File: src/rtl/dual_clock_fifo_af_ae_ram.sv
// fifo_ram: simple dual-port storage array for the FIFO.
//   clk     - single clock, both ports act on its rising edge
//   wr_en   - write strobe; wr_data is stored at wr_addr
//   wr_addr - write index
//   wr_data - write data
//   rd_en   - read strobe; rd_data loads mem[rd_addr] on the edge
//   rd_addr - read index
//   rd_data - registered read data, holds its value while rd_en is low
// The array and the read register carry no reset; the owner decides
// what the output shows before the first read.
module fifo_ram #(
  parameter int DATA_WIDTH = 16,
  parameter int ADDR_WIDTH = 3
) (
  input  logic                  clk,
  input  logic                  wr_en,
  input  logic [ADDR_WIDTH-1:0] wr_addr,
  input  logic [DATA_WIDTH-1:0] wr_data,
  input  logic                  rd_en,
  input  logic [ADDR_WIDTH-1:0] rd_addr,
  output logic [DATA_WIDTH-1:0] rd_data
);

  localparam int DEPTH = 2 ** ADDR_WIDTH;

  logic [DATA_WIDTH-1:0] mem [DEPTH];
  logic [DATA_WIDTH-1:0] rd_data_q;
  logic [DATA_WIDTH-1:0] rd_data_d;

  // The read register only moves on a read strobe, so the last value
  // stays visible between reads.
  always_comb begin
    rd_data_d = rd_data_q;
    if (rd_en) begin
      rd_data_d = mem[rd_addr];
    end
  end

  always_ff @(posedge clk) begin
    if (wr_en) begin
      mem[wr_addr] <= wr_data;
    end
    rd_data_q <= rd_data_d;
  end

  assign rd_data = rd_data_q;

endmodule

File: src/rtl/dual_clock_fifo_af_ae.sv
// dual_clock_fifo_af_ae: single-clock FIFO with programmable almost-full
// and almost-empty flags.
//   clk            - clock, all state changes on its rising edge
//   rst_async_la_i - asynchronous active-low reset (pointers, output)
//   Write_enable_i - write request, taken only when not full
//   Read_enable__i - read request, taken only when not empty
//   differenceAF_i - almost-full distance below full, in words
//   differenceAE_i - almost-empty distance above empty, in words
//   data_input___i - write data
//   data_output__o - read data, valid one cycle after an accepted read
//   Empty_Indica_o / Full_Indicat_o / Almost_Full__o / Almost_Empty_o
//                  - status flags derived from the registered pointers
module dual_clock_fifo_af_ae #(
  parameter int DATA_WIDTH = 16,
  parameter int ADDR_WIDTH = 3
) (
  input  logic                  clk,
  input  logic                  rst_async_la_i,
  input  logic                  Write_enable_i,
  input  logic                  Read_enable__i,
  input  logic [ADDR_WIDTH-1:0] differenceAF_i,
  input  logic [ADDR_WIDTH-1:0] differenceAE_i,
  input  logic [DATA_WIDTH-1:0] data_input___i,
  output logic [DATA_WIDTH-1:0] data_output__o,
  output logic                  Empty_Indica_o,
  output logic                  Full_Indicat_o,
  output logic                  Almost_Full__o,
  output logic                  Almost_Empty_o
);

  localparam int DEPTH = 2 ** ADDR_WIDTH;
  localparam logic [ADDR_WIDTH:0] DEPTH_P = (ADDR_WIDTH + 1)'(DEPTH);
  localparam logic [ADDR_WIDTH:0] PTR_ONE = (ADDR_WIDTH + 1)'(1);

  logic [ADDR_WIDTH:0]   wptr_q, wptr_d;
  logic [ADDR_WIDTH:0]   rptr_q, rptr_d;
  logic                  out_valid_q, out_valid_d;
  logic [ADDR_WIDTH:0]   count;
  logic                  wr_accept;
  logic                  rd_accept;
  logic [DATA_WIDTH-1:0] ram_rd_data;

  // Pointers carry one extra wrap bit, so their modular difference is the
  // occupancy 0..DEPTH with no ambiguity between full and empty. All flags
  // come from the registered pointers only.
  always_comb begin
    count          = wptr_q - rptr_q;
    Empty_Indica_o = (count == '0);
    Full_Indicat_o = (count == DEPTH_P);
    Almost_Full__o = (count >= (DEPTH_P - {1'b0, differenceAF_i}));
    Almost_Empty_o = (count <= {1'b0, differenceAE_i});
  end

  // Requests are qualified by the flags as they stood before the edge, so
  // a read in the same cycle never frees room for a write while full, and
  // a write never makes data readable while empty.
  always_comb begin
    wr_accept   = Write_enable_i && !Full_Indicat_o;
    rd_accept   = Read_enable__i && !Empty_Indica_o;
    wptr_d      = wptr_q;
    rptr_d      = rptr_q;
    out_valid_d = out_valid_q;
    if (wr_accept) begin
      wptr_d = wptr_q + PTR_ONE;
    end
    if (rd_accept) begin
      rptr_d      = rptr_q + PTR_ONE;
      out_valid_d = 1'b1;
    end
  end

  always_ff @(posedge clk or negedge rst_async_la_i) begin
    if (!rst_async_la_i) begin
      wptr_q      <= '0;
      rptr_q      <= '0;
      out_valid_q <= 1'b0;
    end else begin
      wptr_q      <= wptr_d;
      rptr_q      <= rptr_d;
      out_valid_q <= out_valid_d;
    end
  end

  fifo_ram #(
    .DATA_WIDTH(DATA_WIDTH),
    .ADDR_WIDTH(ADDR_WIDTH)
  ) u_ram (
    .clk     (clk),
    .wr_en   (wr_accept),
    .wr_addr (wptr_q[ADDR_WIDTH-1:0]),
    .wr_data (data_input___i),
    .rd_en   (rd_accept),
    .rd_addr (rptr_q[ADDR_WIDTH-1:0]),
    .rd_data (ram_rd_data)
  );

  // The RAM read register has no reset; out_valid_q is cleared
  // asynchronously so the output reads zero from reset until the first
  // accepted read, then simply follows the held RAM read register.
  assign data_output__o = out_valid_q ? ram_rd_data : '0;

endmodule

File: config.mk
export PLATFORM = sky130hd
export DESIGN_NAME = dual_clock_fifo_af_ae
export DESIGN_NICKNAME = d
export VERILOG_FILES = /design/src/rtl/dual_clock_fifo_af_ae_ram.sv /design/src/rtl/dual_clock_fifo_af_ae.sv
export SDC_FILE = /design/constraint.sdc
export NUM_CORES = 1
export LEC_CHECK = 0
export BUFFER_PORTS_ARGS = -buffer_cell sky130_fd_sc_hd__buf_2
export CORE_MARGIN = 1
export CORE_UTILIZATION = 28
export CTS_BUF_LIST = sky130_fd_sc_hd__clkbuf_2 sky130_fd_sc_hd__clkbuf_4 sky130_fd_sc_hd__clkbuf_8
export CTS_CLUSTER_SIZE = 20
export DETAILED_ROUTE_END_ITERATION = 6
export GPL_ROUTABILITY_DRIVEN = 0
export MAX_ROUTING_LAYER = met4
export PLACE_DENSITY = 0.53
export SYNTH_ARGS = -nofsm -noshare
export SYNTH_HDL_FRONTEND = slang
export SYNTH_SLANG_ARGS = --single-unit
export TNS_END_PERCENT = 5
File: constraint.sdc
create_clock -name clk -period 6.65 [get_ports clk]
set_input_delay 0.665 -clock clk [delete_from_list [all_inputs] [get_ports clk]]
set_output_delay 0.665 -clock clk [all_outputs]
set_load 0.02 [all_outputs]
# Word level (Yosys, flattened, before mapping)
# Memory sizes are Yosys's and may differ from the RTL's. A register that Yosys moved wholly into a read port is not among the register bits.
# Cells that the tools add are included.
# Widths: inputs -> output; s select.
op_classes:
  add_sub_neg: 4
  mux: 3
  magnitude_cmp: 2
  reduce_logical: 5
  eq_ne: 1
op_table:
  columns: ["operator", "n"]
  rows:
  - ["$mux 16", 1]
  - ["$add 4x1->4 const B", 2]
  - ["$eq 4x4->1 const B", 1]
  - ["$ge 4x4->1", 1]
  - ["$le 4x3->1", 1]
  - ["$logic_not 4->1", 1]
  - ["$sub 4x3->4 const A", 1]
  - ["$sub 4x4->4", 1]
  - ["$logic_and 1x1->1", 2]
  - ["$logic_not 1->1", 2]
  - ["$mux 1", 2]
totals:
  mem_count: 1
  input_bits: 26
  elab_cells: 19
  register_bits: 9
  mem_bits_rw: 128
memory_table:
  columns: ["name", "words", "word_bits", "rd", "rd_ports_with_merged_regs", "wr", "line", "rtl"]
  rows:
  - ["u_ram.mem", 8, 16, 1, 1, 1, "dual_clock_fifo_af_ae_ram.sv:26", "logic [DATA_WIDTH-1:0] mem [DEPTH];"]

# Longest topological paths before layout
logic_depth:
  depth_word: 6
  ltp_mapped: 11

# Cells and area by module
# From an unflattened synthesis, not the netlist that was laid out.
hier_totals:
  hier_cells: 306
  hier_area_um2: 6352.3
modules_own_cells:
  columns: ["module", "instances", "area_each_um2", "seq_area_each_um2", "cells_per_inst"]
  rows:
  - ["fifo_ram", 1, 5454.0, 4324.1, 214]
  - ["dual_clock_fifo_af_ae", 1, 898.4, 225.2, 92]

# Least setup slack after synthesis
# No wires, ideal clock.
synth_path:
  path_type: "reg-to-reg"
  from: "register rptr_q[2]"
  to: "memory u_ram.mem[0][0], enable pin"
  path_stages_with_launch: 10
  t_arrival_ps: 3714
  n_path_buf: 2
  setup_slack_ps: 2506
  setup_ps: 430
  required_time_ps: 6220
  path_cell_list: "dfrtp_1 -> clkbuf_1 -> clkinv_1 -> clkbuf_1 -> ha_1 -> a21oi_1 -> nand2_1 -> xnor2_2 -> o21ai_4 -> nor4_1"
synth_via:
  elab_chain_len: 6
synth_rtl:
  columns: ["item", "line", "rtl"]
  rows:
  - ["start, declared", "dual_clock_fifo_af_ae.sv:36", "logic [ADDR_WIDTH:0] rptr_q, rptr_d;"]
  - ["start signal, assigned", "dual_clock_fifo_af_ae.sv:79", "rptr_q <= rptr_d;"]
  - ["$sub 4x4->4", "dual_clock_fifo_af_ae.sv:47", "count = wptr_q - rptr_q;"]
  - ["$eq 4x4->1", "dual_clock_fifo_af_ae.sv:49", "Full_Indicat_o = (count == DEPTH_P);"]
  - ["$logic_not 1->1", "dual_clock_fifo_af_ae.sv:58", "wr_accept = Write_enable_i && !Full_Indicat_o;"]
  - ["$logic_and 1x1->1", "dual_clock_fifo_af_ae.sv:58", null]
  - ["$mux 1", "dual_clock_fifo_af_ae_ram.sv:40", "if (wr_en) begin"]
  - ["$mux 1 (not written as such)", "dual_clock_fifo_af_ae_ram.sv:41", "mem[wr_addr] <= wr_data;"]
  - ["end, declared", "dual_clock_fifo_af_ae_ram.sv:26", null]
# Every way passes these cells.

# Worst setup path after layout
layout_path:
  from: "register rptr_q[2]"
  to: "output port Almost_Full__o"
layout_via:
  elab_chain_len: 2
layout_rtl:
  columns: ["item", "line", "rtl"]
  rows:
  - ["$sub 4x4->4", "dual_clock_fifo_af_ae.sv:47", null]
  - ["$ge 4x4->1", "dual_clock_fifo_af_ae.sv:50", "Almost_Full__o = (count >= (DEPTH_P - {1'b0, differenceAF_i}));"]
  - ["end, declared", "dual_clock_fifo_af_ae.sv:27", "output logic Almost_Full__o,"]
# Every way passes these cells.

==> key figures <==
Outcome
  • Status: finished clean

Setup path
  • Data required, critical path: 5980 ps
  • Crit path max fanout: 19
  • Worst setup path class: register to primary output
  • Worst EP arrival: 3780 ps
  • CP Launch Type: register
  • Worst Setup End Kind: primary output

Logic synthesis
  • Gate Count Post-Synth: 340
  • Syn_nets: 378
  • Top post-synthesis cells by area: edfxtp_1, mux4_2, dfrtp_1
  • Post-synthesis register bit count: around 150
  • Most frequent cell after synthesis: edfxtp_1
  • Top FF cell, synth: edfxtp_1
  • Most frequent cells after synthesis: edfxtp_1, nand2_1, mux4_2
  • Dominant cell type by area after synthesis: edfxtp_1
  • Sequential area share after synthesis: 73.2%
  • Synth warn: 0
  • Synth Area per Inst: 18.3 um^2
  • Asr flop ratio synth: approximately 6%
  • EDFF count, synth: between 100 and 150
  • Post-synth cell types: 35
  • Mapped cell area: 0.00621 mm^2
  • Share of the synthesized area in the top cell type: 69.6%

Timing
  • Fin. max-slew vios: 0
  • Total negative slack: 0 ps
  • Final Hold Vio Count: 0
  • Final period util: 66.9%
  • Slew HR: 46.9%
  • RSZ-0062 raised after global routing: false
  • Final setup fails: 0
  • Worst Skew: 11.5 ps
  • Max Clock Freq: between 200 and 250 MHz
  • Worst-Margin Slew: 796 ps
  • Fin crit period: 4450 ps

GRT
  • Initial antenna violation count: 1
  • Gr ovfl total: 0
  • First-pass GRT wire length: between 15000 and 20000 um
  • Vias in the first global route: 3263
  • GR Util All Layers: roughly 12%
  • Largest net degree at the start of global routing: 37

Clock network
  • Clock input transition at the sequential cells of the worst setup and hold paths: 80 ps
  • Post-CTS setup buffer count: 0
  • Maximum root-to-sink buffer count: 2
  • Post-CTS sizing: 0
  • TritonCTS buffer count: 17
  • Clk_lat worst skew: 450 ps
  • CTS tree: done
  • Clock Sinks: 153
  • CTS Hold Bufs: 0
  • # H-tree levels: 4
  • Root Buffer: clkbuf_8

Route
  • Routed Antenna Nets: 0
  • Vias: 3084
  • DR WL met3: between 500 and 600 um
  • Via density: 4.46
  • Metal2 WL: 6010 um
  • Highest Signal Layer: met4
  • Initial DRC Count: 150
  • Met1 wire length: 5370 um
  • Pre-Repair DR Iteration Count: 4
  • Final wirelength: roughly 12000 um
  • WL per Instance: 17.4 um
  • DRC: 0

Floorplanning
  • Die area: 0.0228 mm^2
  • IO Pins: 46
  • CORE AREA: 0.0218 mm^2
  • Die H: 151 um
  • FP Rows: 54
  • Starting Density: 28.5%
  • Die W: approximately 150 um

Layout
  • Share of layout cells above drive strength 1: 31.6%
  • Synth-to-Final Area Change: 15.8%
  • Final Instance Count excl. Fillers: 692
  • Fillers: 2100
  • Final nets: approximately 440

Power and ir drop
  • VDD IR max: 237 uV
  • Leakage: approximately 2.5 nW
  • Power per cell area: 470 mW/mm^2

Placement
  • Buffers on Ports: 45
  • Post-DP HPWL: 7080 um
  • Placed insts: 660

Worst hold path
  • Worst hold path type: input port to async pin

Flow run
  • # Max-Cap Violations: 0
## per-layer routing
| layer | track usage (%) | vias up |
|---|---|---|
| met5 | - | - |
| met4 | 4.65 | 0 |
| met3 | 3.31 | 14 |
| met2 | 19.2 | 58 |
| met1 | 14.4 | 1592 |
| li1 | - | 1420 |
## cell families after synthesis
kind of cell | share of synthesized area [%]
buffers and inverters | 1.77
AND/OR/NAND/NOR | 6.63
multiplexers | 12.0
flip-flops | 73.2
AO/OA/AOI/OAI | 1.67
adder cells (fa/ha/maj) | 2.86
XOR/XNOR | 1.79
## power breakdown
part / internal [mW] / switching (mW) / total [mW]
Sequential: 1.31 / 0.0969 / 1.41
Combinational: 0.544 / 0.762 / 1.31
Clock: 0.332 / 0.336 / 0.668
Total: 2.19 / 1.19 / 3.38
## final cells by class
| cell class | count | area, um^2 | area share (%) |
|---|---|---|---|
| flip-flops and latches | 153 | 4550 | 63.3 |
| well taps | 280 | 350 | 4.87 |
| clock buffers | 18 | 241 | 3.36 |
| multi-input cells | 161 | 1580 | 21.9 |
| repair buffers | 55 | 300 | 4.17 |
| inverters | 11 | 41.3 | 0.574 |
| clock inverters | 13 | 129 | 1.79 |
| diodes | 1 | 2.50 | 0.0348 |
## flip-flops by register name, summed over array words and instances (netlist names)
register / cells
u_ram.mem: 128
u_ram.rd_data: 16
rptr_q: 4
wptr_q: 4
out_valid_q: 1
## path summary, 6_finish.rpt
path | start | endpoint | slack [ps] | cells after the start
setup / recovery | rptr_q[2] | Almost_Full__o | 2200 | 7
hold / removal | rst_async_la_i | wptr_q[1] | 60 | 1
setup reg to reg | rptr_q[2] | u_ram.rd_data[5] | 2640 | 7
hold reg to reg | rptr_q[3] | rptr_q[3] | 610 | 2
max in group asynchronous | rst_async_la_i | rptr_q[0] | 6370 | 1
min in group clk | data_input___i[1] | u_ram.mem[5][1] | 490 | 1
## per-stage QoR
stage	power, mW	utilization, %	setup slack [ps]	cell area (um^2)	hold slack, ps
3_3_place_gp	2.73	31.3	2600	6820	531
4_1_cts	3.44	33.1	2050	7190	36.6
2_1_floorplan	2.38	-	2510	6210	369
5_1_grt	3.61	33.1	1830	7190	41.6
3_5_place_dp	2.76	31.3	2570	6820	544
6_report	3.38	33.1	2200	7190	61.5
## cells in the final DEF (no fill, tap or decap), types with 2 or more instances in the layout
cell type	synthesis	final
a21o_1	2	2
a21oi_1	4	4
and2_1	16	16
buf_2	4	45
buf_4	0	10
bufinv_16	0	2
clkbuf_8	0	17
clkinv_1	1	2
clkinv_2	0	5
clkinvlp_4	0	3
dfrtp_1	9	8
edfxtp_1	144	144
ha_1	11	11
inv_1	10	10
inv_6	0	2
maj3_1	2	2
mux4_2	32	32
nand2_1	51	51
nand2b_1	3	3
nand4_1	2	2
nor2_1	6	6
nor3_2	0	4
nor3b_1	2	2
o211ai_1	3	3
o31ai_1	2	2
xnor2_1	6	6
xor2_1	3	3
## critical path: stages (launching register included)
cell and delay, ps:
dfrtp_1 860, clkinv_1 750, ha_1 550, a21oi_1 160, nand2_1 200, xor2_2 270, maj3_1 380, buf_2 160
(Power assumes the default switching activity.)
